## src/rtl/typing_pkg.sv

```systemverilog
// typing_pkg
// Shared constants, state encoding and helpers for the typing-game
// character path (spawner and renderer write port).
//   NUM_COLS / FIRST_COL / LAST_COL : renderer column space (column 0 unused)
//   ASCII_LOWER_A / ASCII_UPPER_A   : letter bases
//   LFSR_MASK                       : Galois taps for x^16+x^14+x^13+x^11
//   spawn_state_t                   : spawner FSM encoding
//   interval_frames()               : spawn interval in frames for a mode
`timescale 1ns/1ps
package typing_pkg;

    localparam int NUM_COLS = 53;
    localparam int COL_W    = $clog2(NUM_COLS);

    localparam logic [COL_W-1:0] FIRST_COL = 6'd1;
    localparam logic [COL_W-1:0] LAST_COL  = 6'd52;

    localparam logic [7:0] ASCII_LOWER_A = 8'h61;
    localparam logic [7:0] ASCII_UPPER_A = 8'h41;
    localparam logic [4:0] NUM_LETTERS   = 5'd26;

    localparam logic [15:0] LFSR_MASK = 16'hB400;

    typedef enum logic [1:0] {
        IDLE,
        PICK,
        CHECK,
        HOLD
    } spawn_state_t;

    // 32 - 8*mode: 32/24/16/8 frames
    function automatic logic [5:0] interval_frames(input logic [1:0] mode);
        return 6'd32 - {1'b0, mode, 3'b000};
    endfunction

    // Folds a 6-bit random value onto columns FIRST_COL..LAST_COL
    function automatic logic [COL_W-1:0] col_from_rand(input logic [COL_W-1:0] r);
        logic [COL_W-1:0] c;
        c = (r >= LAST_COL) ? r - LAST_COL : r;
        return c + FIRST_COL;
    endfunction

    // Folds a 5-bit random value onto a..z (or A..Z when upper is set)
    function automatic logic [7:0] letter_from_rand(input logic [4:0] r, input logic upper);
        logic [4:0] l;
        l = (r >= NUM_LETTERS) ? r - NUM_LETTERS : r;
        return (upper ? ASCII_UPPER_A : ASCII_LOWER_A) + {3'b000, l};
    endfunction

endpackage

```

## src/rtl/char_spawner_if.sv

```systemverilog
// char_spawner_if
// Renderer write port carrying a spawned character.
//   wr_ready      : renderer -> spawner, slot at vmdata_wraddr is empty
//   vmdata_wr     : ASCII code
//   vmdata_wraddr : column 1..52
//   vmdata_wren   : write request, held for one full frame
//   veldata_wr    : velocity byte
// Modports: master (spawner side), slave (renderer side).
`timescale 1ns/1ps
interface char_spawner_if;
    import typing_pkg::*;

    logic             wr_ready;
    logic [7:0]       vmdata_wr;
    logic [COL_W-1:0] vmdata_wraddr;
    logic             vmdata_wren;
    logic [7:0]       veldata_wr;

    modport master (
        input  wr_ready,
        output vmdata_wr,
        output vmdata_wraddr,
        output vmdata_wren,
        output veldata_wr
    );

    modport slave (
        output wr_ready,
        input  vmdata_wr,
        input  vmdata_wraddr,
        input  vmdata_wren,
        input  veldata_wr
    );

endinterface

```

## src/rtl/char_spawner_lfsr16.sv

```systemverilog
// lfsr16
// Free-running 16-bit Galois LFSR (right shift, taps LFSR_MASK).
// Shifts every clock.
//   clk   : system clock
//   reset : asynchronous active-low reset, loads SEED
//   q     : current LFSR state
`timescale 1ns/1ps
module lfsr16
    import typing_pkg::*;
#(
    parameter logic [15:0] SEED = 16'hACE1
) (
    input  logic        clk,
    input  logic        reset,
    output logic [15:0] q
);

    always_ff @(posedge clk or negedge reset) begin
        if (!reset) begin
            q <= SEED;
        end else begin
            q <= {1'b0, q[15:1]} ^ (q[0] ? LFSR_MASK : 16'h0000);
        end
    end

endmodule

```

## src/rtl/char_spawner.sv

```systemverilog
// char_spawner
// Spawns falling characters for the typing game. Every interval_frames(mode)
// unpaused frames it draws a column, letter and velocity from an LFSR, asks
// the renderer whether that column is free (retrying up to MAX_TRIES picks)
// and then holds the write request stable across one full renderer frame.
//   clk         : system clock
//   reset       : asynchronous active-low reset
//   v_end       : end-of-frame level; its rising edge is the frame tick
//   pause       : low pauses the countdown (an ongoing hold still completes)
//   mode        : difficulty, interval 32/24/16/8 frames
//   vm          : renderer write port (char_spawner_if.master)
//   spawn_count : successful spawns, wraps
//   drop_count  : dropped spawns, saturates at 255
// Build option: SPAWN_UPPERCASE_EN lets lfsr[13] select upper-case letters.
//
// state | meaning
// IDLE  | counting frame ticks down to the next spawn
// PICK  | register column, letter and velocity from the LFSR
// CHECK | sample wr_ready for the registered column
// HOLD  | vmdata_wren high, data frozen, waiting for the second frame tick
`timescale 1ns/1ps
module char_spawner
    import typing_pkg::*;
#(
    parameter int          MAX_TRIES = 4,
    parameter logic [15:0] SEED      = 16'hACE1
) (
    input  logic           clk,
    input  logic           reset,
    input  logic           v_end,
    input  logic           pause,
    input  logic [1:0]     mode,
    char_spawner_if.master vm,
    output logic [13:0]    spawn_count,
    output logic [7:0]     drop_count
);

    localparam int               TRY_W    = $clog2(MAX_TRIES + 1);
    localparam logic [TRY_W-1:0] TRY_LAST = TRY_W'(MAX_TRIES);

    spawn_state_t     state_q, state_d;
    logic [15:0]      lfsr_q;
    logic             v_end_q;
    logic             frame_tick;
    logic [4:0]       frames_left;
    logic [4:0]       frames_cur;
    logic [4:0]       reload_val;
    logic             reload_q;
    logic [TRY_W-1:0] tries;
    logic [TRY_W-1:0] tries_inc;
    logic             hold_seen;

    logic             wren_q;
    logic [COL_W-1:0] addr_q;
    logic [7:0]       data_q;
    logic [7:0]       vel_q;

    logic             pick_upper;
    logic [COL_W-1:0] pick_addr;
    logic [7:0]       pick_data;
    logic             lfsr_unused;

    logic do_reload, do_dec, do_pick, do_clr_tries, do_inc_try;
    logic do_spawn, do_drop, do_mark_hold, do_end_hold;

    lfsr16 #(.SEED(SEED)) u_lfsr (
        .clk   (clk),
        .reset (reset),
        .q     (lfsr_q)
    );

    assign frame_tick = v_end & ~v_end_q;
    assign reload_val = 5'(interval_frames(mode) - 6'd1);
    // Right after reset the countdown has not been loaded yet; use the
    // reload value directly so a tick in the first cycle still counts.
    assign frames_cur = reload_q ? reload_val : frames_left;
    assign tries_inc  = tries + TRY_W'(1);

`ifdef SPAWN_UPPERCASE_EN
    assign pick_upper = lfsr_q[13];
`else
    assign pick_upper = 1'b0;
`endif
    assign pick_addr   = col_from_rand(lfsr_q[5:0]);
    assign pick_data   = letter_from_rand(lfsr_q[12:8], pick_upper);
    assign lfsr_unused = ^{lfsr_q[7:6], lfsr_q[13]};

    always_comb begin
        state_d      = state_q;
        do_reload    = 1'b0;
        do_dec       = 1'b0;
        do_pick      = 1'b0;
        do_clr_tries = 1'b0;
        do_inc_try   = 1'b0;
        do_spawn     = 1'b0;
        do_drop      = 1'b0;
        do_mark_hold = 1'b0;
        do_end_hold  = 1'b0;
        case (state_q)
            IDLE: begin
                if (frame_tick && pause) begin
                    if (frames_cur == 5'd0) begin
                        state_d      = PICK;
                        do_clr_tries = 1'b1;
                    end else begin
                        do_dec = 1'b1;
                    end
                end
            end
            PICK: begin
                do_pick = 1'b1;
                state_d = CHECK;
            end
            CHECK: begin
                if (vm.wr_ready) begin
                    do_spawn = 1'b1;
                    state_d  = HOLD;
                end else if (tries_inc == TRY_LAST) begin
                    do_drop   = 1'b1;
                    do_reload = 1'b1;
                    state_d   = IDLE;
                end else begin
                    do_inc_try = 1'b1;
                    state_d    = PICK;
                end
            end
            HOLD: begin
                if (frame_tick) begin
                    if (hold_seen) begin
                        do_end_hold = 1'b1;
                        do_reload   = 1'b1;
                        state_d     = IDLE;
                    end else begin
                        do_mark_hold = 1'b1;
                    end
                end
            end
            default: state_d = IDLE;
        endcase
    end

    always_ff @(posedge clk or negedge reset) begin
        if (!reset) begin
            state_q <= IDLE;
        end else begin
            state_q <= state_d;
        end
    end

    always_ff @(posedge clk or negedge reset) begin
        if (!reset) begin
            v_end_q     <= 1'b0;
            frames_left <= 5'd0;
            reload_q    <= 1'b1;
            tries       <= '0;
            hold_seen   <= 1'b0;
            wren_q      <= 1'b0;
            addr_q      <= '0;
            data_q      <= 8'h00;
            vel_q       <= 8'h00;
            spawn_count <= 14'd0;
            drop_count  <= 8'd0;
        end else begin
            v_end_q  <= v_end;
            reload_q <= 1'b0;

            if (do_reload) begin
                frames_left <= reload_val;
            end else if (do_dec) begin
                frames_left <= frames_cur - 5'd1;
            end else begin
                frames_left <= frames_cur;
            end

            if (do_clr_tries) begin
                tries <= '0;
            end else if (do_inc_try) begin
                tries <= tries_inc;
            end

            if (do_pick) begin
                addr_q <= pick_addr;
                data_q <= pick_data;
                vel_q  <= lfsr_q[15:8];
            end

            if (do_spawn) begin
                wren_q      <= 1'b1;
                hold_seen   <= 1'b0;
                spawn_count <= spawn_count + 14'd1;
            end else if (do_mark_hold) begin
                hold_seen <= 1'b1;
            end else if (do_end_hold) begin
                wren_q <= 1'b0;
            end

            if (do_drop && (drop_count != 8'hFF)) begin
                drop_count <= drop_count + 8'd1;
            end
        end
    end

    assign vm.vmdata_wren   = wren_q;
    assign vm.vmdata_wraddr = addr_q;
    assign vm.vmdata_wr     = data_q;
    assign vm.veldata_wr    = vel_q;

endmodule

```

## src/flat_wrapper.sv

```systemverilog
// flat-port wrapper written by rule: the top's interface ports become plain ports
module char_spawner_flat import typing_pkg::*;
#(
    parameter int          MAX_TRIES = 4,
    parameter logic [15:0] SEED      = 16'hACE1
)
  (clk, reset, v_end, pause, mode, spawn_count, drop_count, vm_wr_ready, vm_vmdata_wr, vm_vmdata_wraddr, vm_vmdata_wren, vm_veldata_wr);
  char_spawner_if vm_i ();
  input  logic clk;
  input  logic reset;
  input  logic v_end;
  input  logic pause;
  input  logic [1:0] mode;
  output logic [13:0] spawn_count;
  output logic [7:0] drop_count;
  input wire logic [$bits(vm_i.wr_ready)-1:0] vm_wr_ready;
  output wire logic [$bits(vm_i.vmdata_wr)-1:0] vm_vmdata_wr;
  output wire logic [$bits(vm_i.vmdata_wraddr)-1:0] vm_vmdata_wraddr;
  output wire logic [$bits(vm_i.vmdata_wren)-1:0] vm_vmdata_wren;
  output wire logic [$bits(vm_i.veldata_wr)-1:0] vm_veldata_wr;
  assign vm_i.wr_ready = vm_wr_ready;
  assign vm_vmdata_wr = vm_i.vmdata_wr;
  assign vm_vmdata_wraddr = vm_i.vmdata_wraddr;
  assign vm_vmdata_wren = vm_i.vmdata_wren;
  assign vm_veldata_wr = vm_i.veldata_wr;
  char_spawner #(.MAX_TRIES(MAX_TRIES), .SEED(SEED)) u_core (.clk(clk), .reset(reset), .v_end(v_end), .pause(pause), .mode(mode), .vm(vm_i), .spawn_count(spawn_count), .drop_count(drop_count));
endmodule
```

## config.mk

```make
export PLATFORM = sky130hd
export DESIGN_NAME = char_spawner_flat
export DESIGN_NICKNAME = d
export VERILOG_FILES = /design/src/rtl/typing_pkg.sv /design/src/rtl/char_spawner_if.sv /design/src/rtl/char_spawner_lfsr16.sv /design/src/rtl/char_spawner.sv /design/src/flat_wrapper.sv
export SDC_FILE = /design/constraint.sdc
export NUM_CORES = 1
export LEC_CHECK = 0
export CAP_MARGIN = 0
export CORE_ASPECT_RATIO = 0.75
export CORE_MARGIN = 2
export CORE_UTILIZATION = 45
export DETAILED_ROUTE_END_ITERATION = 8
export HOLD_SLACK_MARGIN = 0.06
export PLACE_DENSITY = 0.68
export SLEW_MARGIN = 30
export SYNTH_ARGS = -nofsm -noshare
export SYNTH_HDL_FRONTEND = slang
export SYNTH_SLANG_ARGS = --single-unit
```

## constraint.sdc

```tcl
create_clock -name clk -period 2.6 [get_ports clk]
set_clock_uncertainty 0.2 [all_clocks]
set_input_delay 0.78 -clock clk [delete_from_list [all_inputs] [get_ports clk]]
set_output_delay 0.78 -clock clk [all_outputs]
set_load 0.05 [all_outputs]
```

# ---- Word-level counts from Yosys, hierarchy flattened
# Index checks and enable logic that the tools add are counted.
dict set report totals {
  ff_bits 74
  in_bits 7
  n_memories 0
  elab_cells 89
  rom_bits 0
  out_inout_bits 45
  latch_bits 0
  ram_bits 0
}
dict set report op_classes {
  shift 0
  n_mux 42
  n_bitwise 3
  div 0
  addsub 10
  eq_ne 10
  multipliers 0
  reduce_logical 9
  n_lt_le_gt_ge 2
}
# cell count
set op_table {}
lappend op_table {{1-bit 2-to-1 mux} 27}
lappend op_table {{5-bit 2-to-1 mux} 4}
lappend op_table {{16-bit 2-to-1 mux} 1}
lappend op_table {{15-bit by 16-bit XOR with 16-bit output} 1}
lappend op_table {{14-bit by 1-bit adder with 14-bit output (second input constant)} 1}
lappend op_table {{2-bit 2-to-1 mux} 5}
lappend op_table {{2-bit by 1-bit != test with 1-bit output (second input constant)} 5}
lappend op_table {{5-bit by 1-bit subtractor with 5-bit output (second input constant)} 2}
lappend op_table {{7-bit by 5-bit adder with 8-bit output (first input constant)} 1}
lappend op_table {{8-bit by 1-bit adder with 8-bit output (second input constant)} 1}
lappend op_table {{8-bit != test (second input constant)} 1}
lappend op_table {{2-bit one-hot mux with 4 select lines} 1}
lappend op_table {{6-bit by 1-bit adder with 6-bit output (second input constant)} 1}
lappend op_table {{6-bit >= comparator (second input constant)} 1}
lappend op_table {{3-bit 2-to-1 mux} 2}
lappend op_table {{6-bit 2-to-1 mux} 1}
lappend op_table {{2-bit nonzero test} 3}
lappend op_table {{6-bit subtractor (second input constant)} 1}
lappend op_table {{5-bit >= comparator (second input constant)} 1}
lappend op_table {{5-bit logical NOT} 1}
lappend op_table {{1-bit by 5-bit subtractor with 5-bit output (first input constant)} 1}
lappend op_table {{5-bit subtractor (second input constant)} 1}
lappend op_table {{2-bit == test (second input constant)} 2}
lappend op_table {{4-bit AND reduction} 1}
lappend op_table {{9 further kinds} 10}

# ---- Logic depth before layout (Yosys ltp)
dict set report logic_depth {
  ltp_word 9
  ltp_mapped 9
  ltp_nobuf 9
}

# ---- Hierarchy
# Synthesis repeated with hierarchy kept, for this count alone.
dict set report hier_totals {
  hier_cells 320
  hier_area_um2 3470.8
}
# module instances cells_each seq_area_each_um2 area_per_inst_um2
set by_module_without_submodules {}
lappend by_module_without_submodules {char_spawner 1 301 1452.6 3034.2}
lappend by_module_without_submodules {lfsr16 1 19 410.4 436.7}

# ---- Worst setup path before layout
# No wires, ideal clock.
dict set report synth_timing {
  path_kind {reg2reg}
  start {register u_core.u_lfsr.q[0]}
  end {register u_core.addr_q[3] (netlist: u_core.vm.vmdata_wraddr[3])}
  arrival_time_ns 1.936
  required_time_ns 2.305
  stages_incl_launch_ff 8
  path_buffers 1
  synth_period_minus_slack_ns 2.232
  setup_slack_ns 0.368
  setup_time_ns 0.095
  path_cell_list {dfstp_2 clkbuf_1 inv_1 ha_1 a21boi_4 or2_2 mux2_2 o31ai_1}
}
dict set report synth_between {
  elab_chain_cells 3
  elab_cells_between_ends 4
  cone_classes {add/sub: 2; order compare: 1; mux: 1}
}
# element line_no
set synth_rtl {}
lappend synth_rtl {{start: declaration} char_spawner_lfsr16.sv:15} ;# output logic [15:0] q
lappend synth_rtl {{start signal: assignment} char_spawner_lfsr16.sv:22} ;# q <= {1'b0, q[15:1]} ^ (q[0] ? LFSR_MASK : 16'h0000);
lappend synth_rtl {{6-bit subtractor or 6-bit >= comparator (tied branches)} typing_pkg.sv:39} ;# c = (r >= LAST_COL) ? r - LAST_COL : r;
lappend synth_rtl {{6-bit 2-to-1 mux *} typing_pkg.sv:39}
lappend synth_rtl {{6-bit by 1-bit adder with 6-bit output *} typing_pkg.sv:40} ;# return c + FIRST_COL;
lappend synth_rtl {{end signal: assignment} char_spawner.sv:182} ;# addr_q <= pick_addr;
lappend synth_rtl {{end: declaration} char_spawner.sv:54} ;# logic [COL_W-1:0] addr_q;
# Every way passes the cells marked *; elsewhere a longest branch is shown, timed or not.
# A chain may end at the register's enable or synchronous reset.

# ---- Worst setup path in the final report
dict set report layout_timing {
  start {register u_core.spawn_count[9]}
  end {output port spawn_count[9]}
}
# element line_no
set layout_rtl {}
lappend layout_rtl {{start: declaration} char_spawner.sv:34} ;# output logic [13:0] spawn_count,
lappend layout_rtl {{start signal: assignment} char_spawner.sv:190} ;# spawn_count <= spawn_count + 14'd1;
lappend layout_rtl {{end: declaration} flat_wrapper.sv:14} ;# output logic [13:0] spawn_count;
# No word-level cell between the ends.

==> reports/metrics.yaml <==
synth_top_flop_cell: "dfrtp_1"
wl_per_cell_um: 14.4
num_antenna_cells: 0
slowest_delay_ns: 0.82
area_growth_pct: 27.6
slew_headroom_pct: 60.3
period_share_pct: 98.4
cts_tree: "done"
synthCells: 310
irDropWorstVdd_mv: 0.381
drtIter0Drc: 127
dieWidth_um: 105
p_per_area_nw_per_um2: 766
cp_top_family: "buffers and inverters"
overflow: 0
grt_usage_pct: 18.5
layout_min_cycle_time_ns: 2.56
wl_um: 6920
path_class: "reg2out"
drive_gt1_share_pct: 15.5
drv_slew: 0
finalSetupTns_ns: 0
dp_slack_ns: 0.0996
start_util_pct: 46.4
crit_chain: "clkdlybuf4s50_1"
async_flop_share_pct: 100
vias: 2443
io_pins: 52
tightest_slew_ns: 0.594
cpMaxStageDelayCell: "clkdlybuf4s50_1"
yosysSeqAreaShare_pct: 54.6
seq_area_um2: 1860
critPathCaptureType: "output port"
final_common_cell: "dfrtp_1"
synth_enable_flop_cells: 0
clkTransAtPathRegs_ns: 0.08
ys_types: 57
rr_startpoint: "u_core.u_lfsr.q[10]$_DFF_PN1_"
yosys_warnings: 0
fin_ws_ns: 0.0420
power.total_mw: 3.34
numCtsBuffers: 9
portBuffers: 51
cts_resized: 3
rrSetupSlack_ns: 0.14
row_count: 27
path_buf_inv: 1
drt_first_pass_iters: 4
die_area_um2: 8310
post_cts_buffers: 0
core_area_um2: 7360
htreeDepth: 3
arrival_ns: 1.58
grt_pass1_vias: 2409
setup_viol: 0
hold_viol: 0
postRouteAntennaNets: 0
cts-root-buf: "clkbuf_8"
fmax_ghz: 0.391
grt_max_degree: 46
cts-hold-fix-buffers: 0
synthesis.area_um2: 3410
startpoint_type: "flop"
via_per_inst: 5.07
grt_pass1_wl_um: 12100
dp_hpwl_um: 4850
critPathRequiredTime_ns: 1.62
endpoint: "spawn_count[9]"
num-nets-final: 394
reg2reg_to: "u_core.vm.vmdata_wr[5]$_DFFE_PN0N_"
crit_fanout: 4
final_cells: 482
reg2regPathDepth: 7
fp.dieH_um: 79.4
gp_congestion: 0.768
ys_ff_latch: 74
multiInputGateArea_um2: 1460
avgSynthCellArea_um2: 11.0
cts_sinks: 74
final_cell_mix: "65 x dfrtp_1, 48 x nand2_1, 35 x clkdlybuf4s50_1, 21 x xnor2_1"
syn-num-nets: 328
rsz0062_at_grt: "false"
fillers: 662
drc: 0
leakage_nw: 2.09
clk_path_buf_depth: 2
hold_path.class: "in2async"
status: "complete, no violations"
worst-path-stages: 1
maxCapViolCount: 0
dpl.cell_count: 466
crit_start: "u_core.spawn_count[9]$_DFFE_PN0P_"
clk_latency_ns: 0.34
antenna_found_initial: 0
[synth_stat cells (3+ instances only)]
library cell | n | share of area, %
a21o_1 | 4 | 0.88
a21oi_1 | 4 | 0.59
a31oi_1 | 3 | 0.55
and3_1 | 3 | 0.55
and4_1 | 3 | 0.77
buf_2 | 5 | 0.73
clkbuf_1 | 5 | 0.55
dfrtp_1 | 65 | 48
dfstp_2 | 9 | 6.9
ha_1 | 11 | 4.0
inv_1 | 9 | 0.99
mux2_2 | 3 | 0.99
mux2i_1 | 4 | 1.2
nand2_1 | 48 | 5.3
nand2b_1 | 4 | 0.73
nand3_1 | 12 | 1.8
nand4_1 | 5 | 0.92
nor2_1 | 14 | 1.5
nor3_1 | 4 | 0.59
nor4_1 | 3 | 0.55
o2111ai_1 | 5 | 1.3
o21a_1 | 3 | 0.66
o21ai_0 | 16 | 2.3
or2_2 | 4 | 0.73
xnor2_1 | 21 | 5.4
xor2_1 | 8 | 2.1
[area by class of cell]
| class | instances | share of cell area [%] |
|---|---|---|
| flip-flops and latches | 74 | 42.8 |
| multi-input cells | 216 | 33.6 |
| repair buffers | 66 | 15.0 |
| well taps | 101 | 2.90 |
| clock buffers | 9 | 2.84 |
| clock inverters | 7 | 2.15 |
| inverters | 9 | 0.775 |
[kinds of logic (layout without fill, tap and decap cells)]
family | Yosys count | count (layout) | share of synthesized area (%)
buf+inv | 20 | 91 | 2.60
flops | 74 | 74 | 54.6
fa+ha+maj | 11 | 11 | 4.03
other cells | 1 | 1 | 0.110
xor+xnor | 29 | 29 | 7.44
compound gates | 52 | 52 | 11.0
simple gates | 115 | 115 | 17.8
mux | 8 | 8 | 2.49
[worst min-delay path by stage]
stage | endpoint
after floorplan | u_core.u_lfsr.q[5]$_DFF_PN1_
after global placement | u_core.u_lfsr.q[6]$_DFF_PN1_
after detailed placement | u_core.u_lfsr.q[5]$_DFF_PN1_
after CTS | u_core.drop_count[4]$_DFFE_PN0P_
after global routing | u_core.drop_count[4]$_DFFE_PN0P_
final | u_core.drop_count[4]$_DFFE_PN0P_
[where the power goes]
group | leakage, nW | switching, mW | internal [mW]
clock network | 0.105 | 0.428 | 0.538
registers | 0.931 | 0.162 | 1.29
logic | 1.06 | 0.599 | 0.322
total | 2.09 | 1.19 | 2.15
[state kept, by name, summed over array words and instances (netlist names)]
register                 flops
u_core.u_lfsr.q             16
u_core.spawn_count          14
u_core.drop_count            8
u_core.vm.veldata_wr         8
u_core.vm.vmdata_wr          8
u_core.vm.vmdata_wraddr      6
u_core.frames_left           5
u_core.tries                 3
u_core.state_q               2
u_core.hold_seen             1
u_core.reload_q              1
u_core.v_end_q               1
u_core.vm.vmdata_wren        1
[metrics by stage]
step	instance area [um2]	util (%)	hold slack (ns)
3_5_place_dp	4120	55.9	0.147
5_1_grt	4360	59.2	0.158
4_1_cts	4330	58.8	0.147
3_3_place_gp	4120	55.9	0.146
2_1_floorplan	3410	-	0.145
6_report	4360	59.2	0.149
[layer usage]
| layer | wire [um] | share of wire, % | track usage (%) | up-vias |
|---|---|---|---|---|
| met5 | 0 | 0 | 0 | - |
| met2 | 2910 | 42 | 26.1 | 46 |
| li1 | - | - | - | 1216 |
| met4 | 66 | 0.95 | 5.20 | 0 |
| met3 | 276 | 4.0 | 5.63 | 6 |
| met1 | 3670 | 53 | 27.6 | 1175 |
Note: power is estimated with default switching activity, not from simulation.
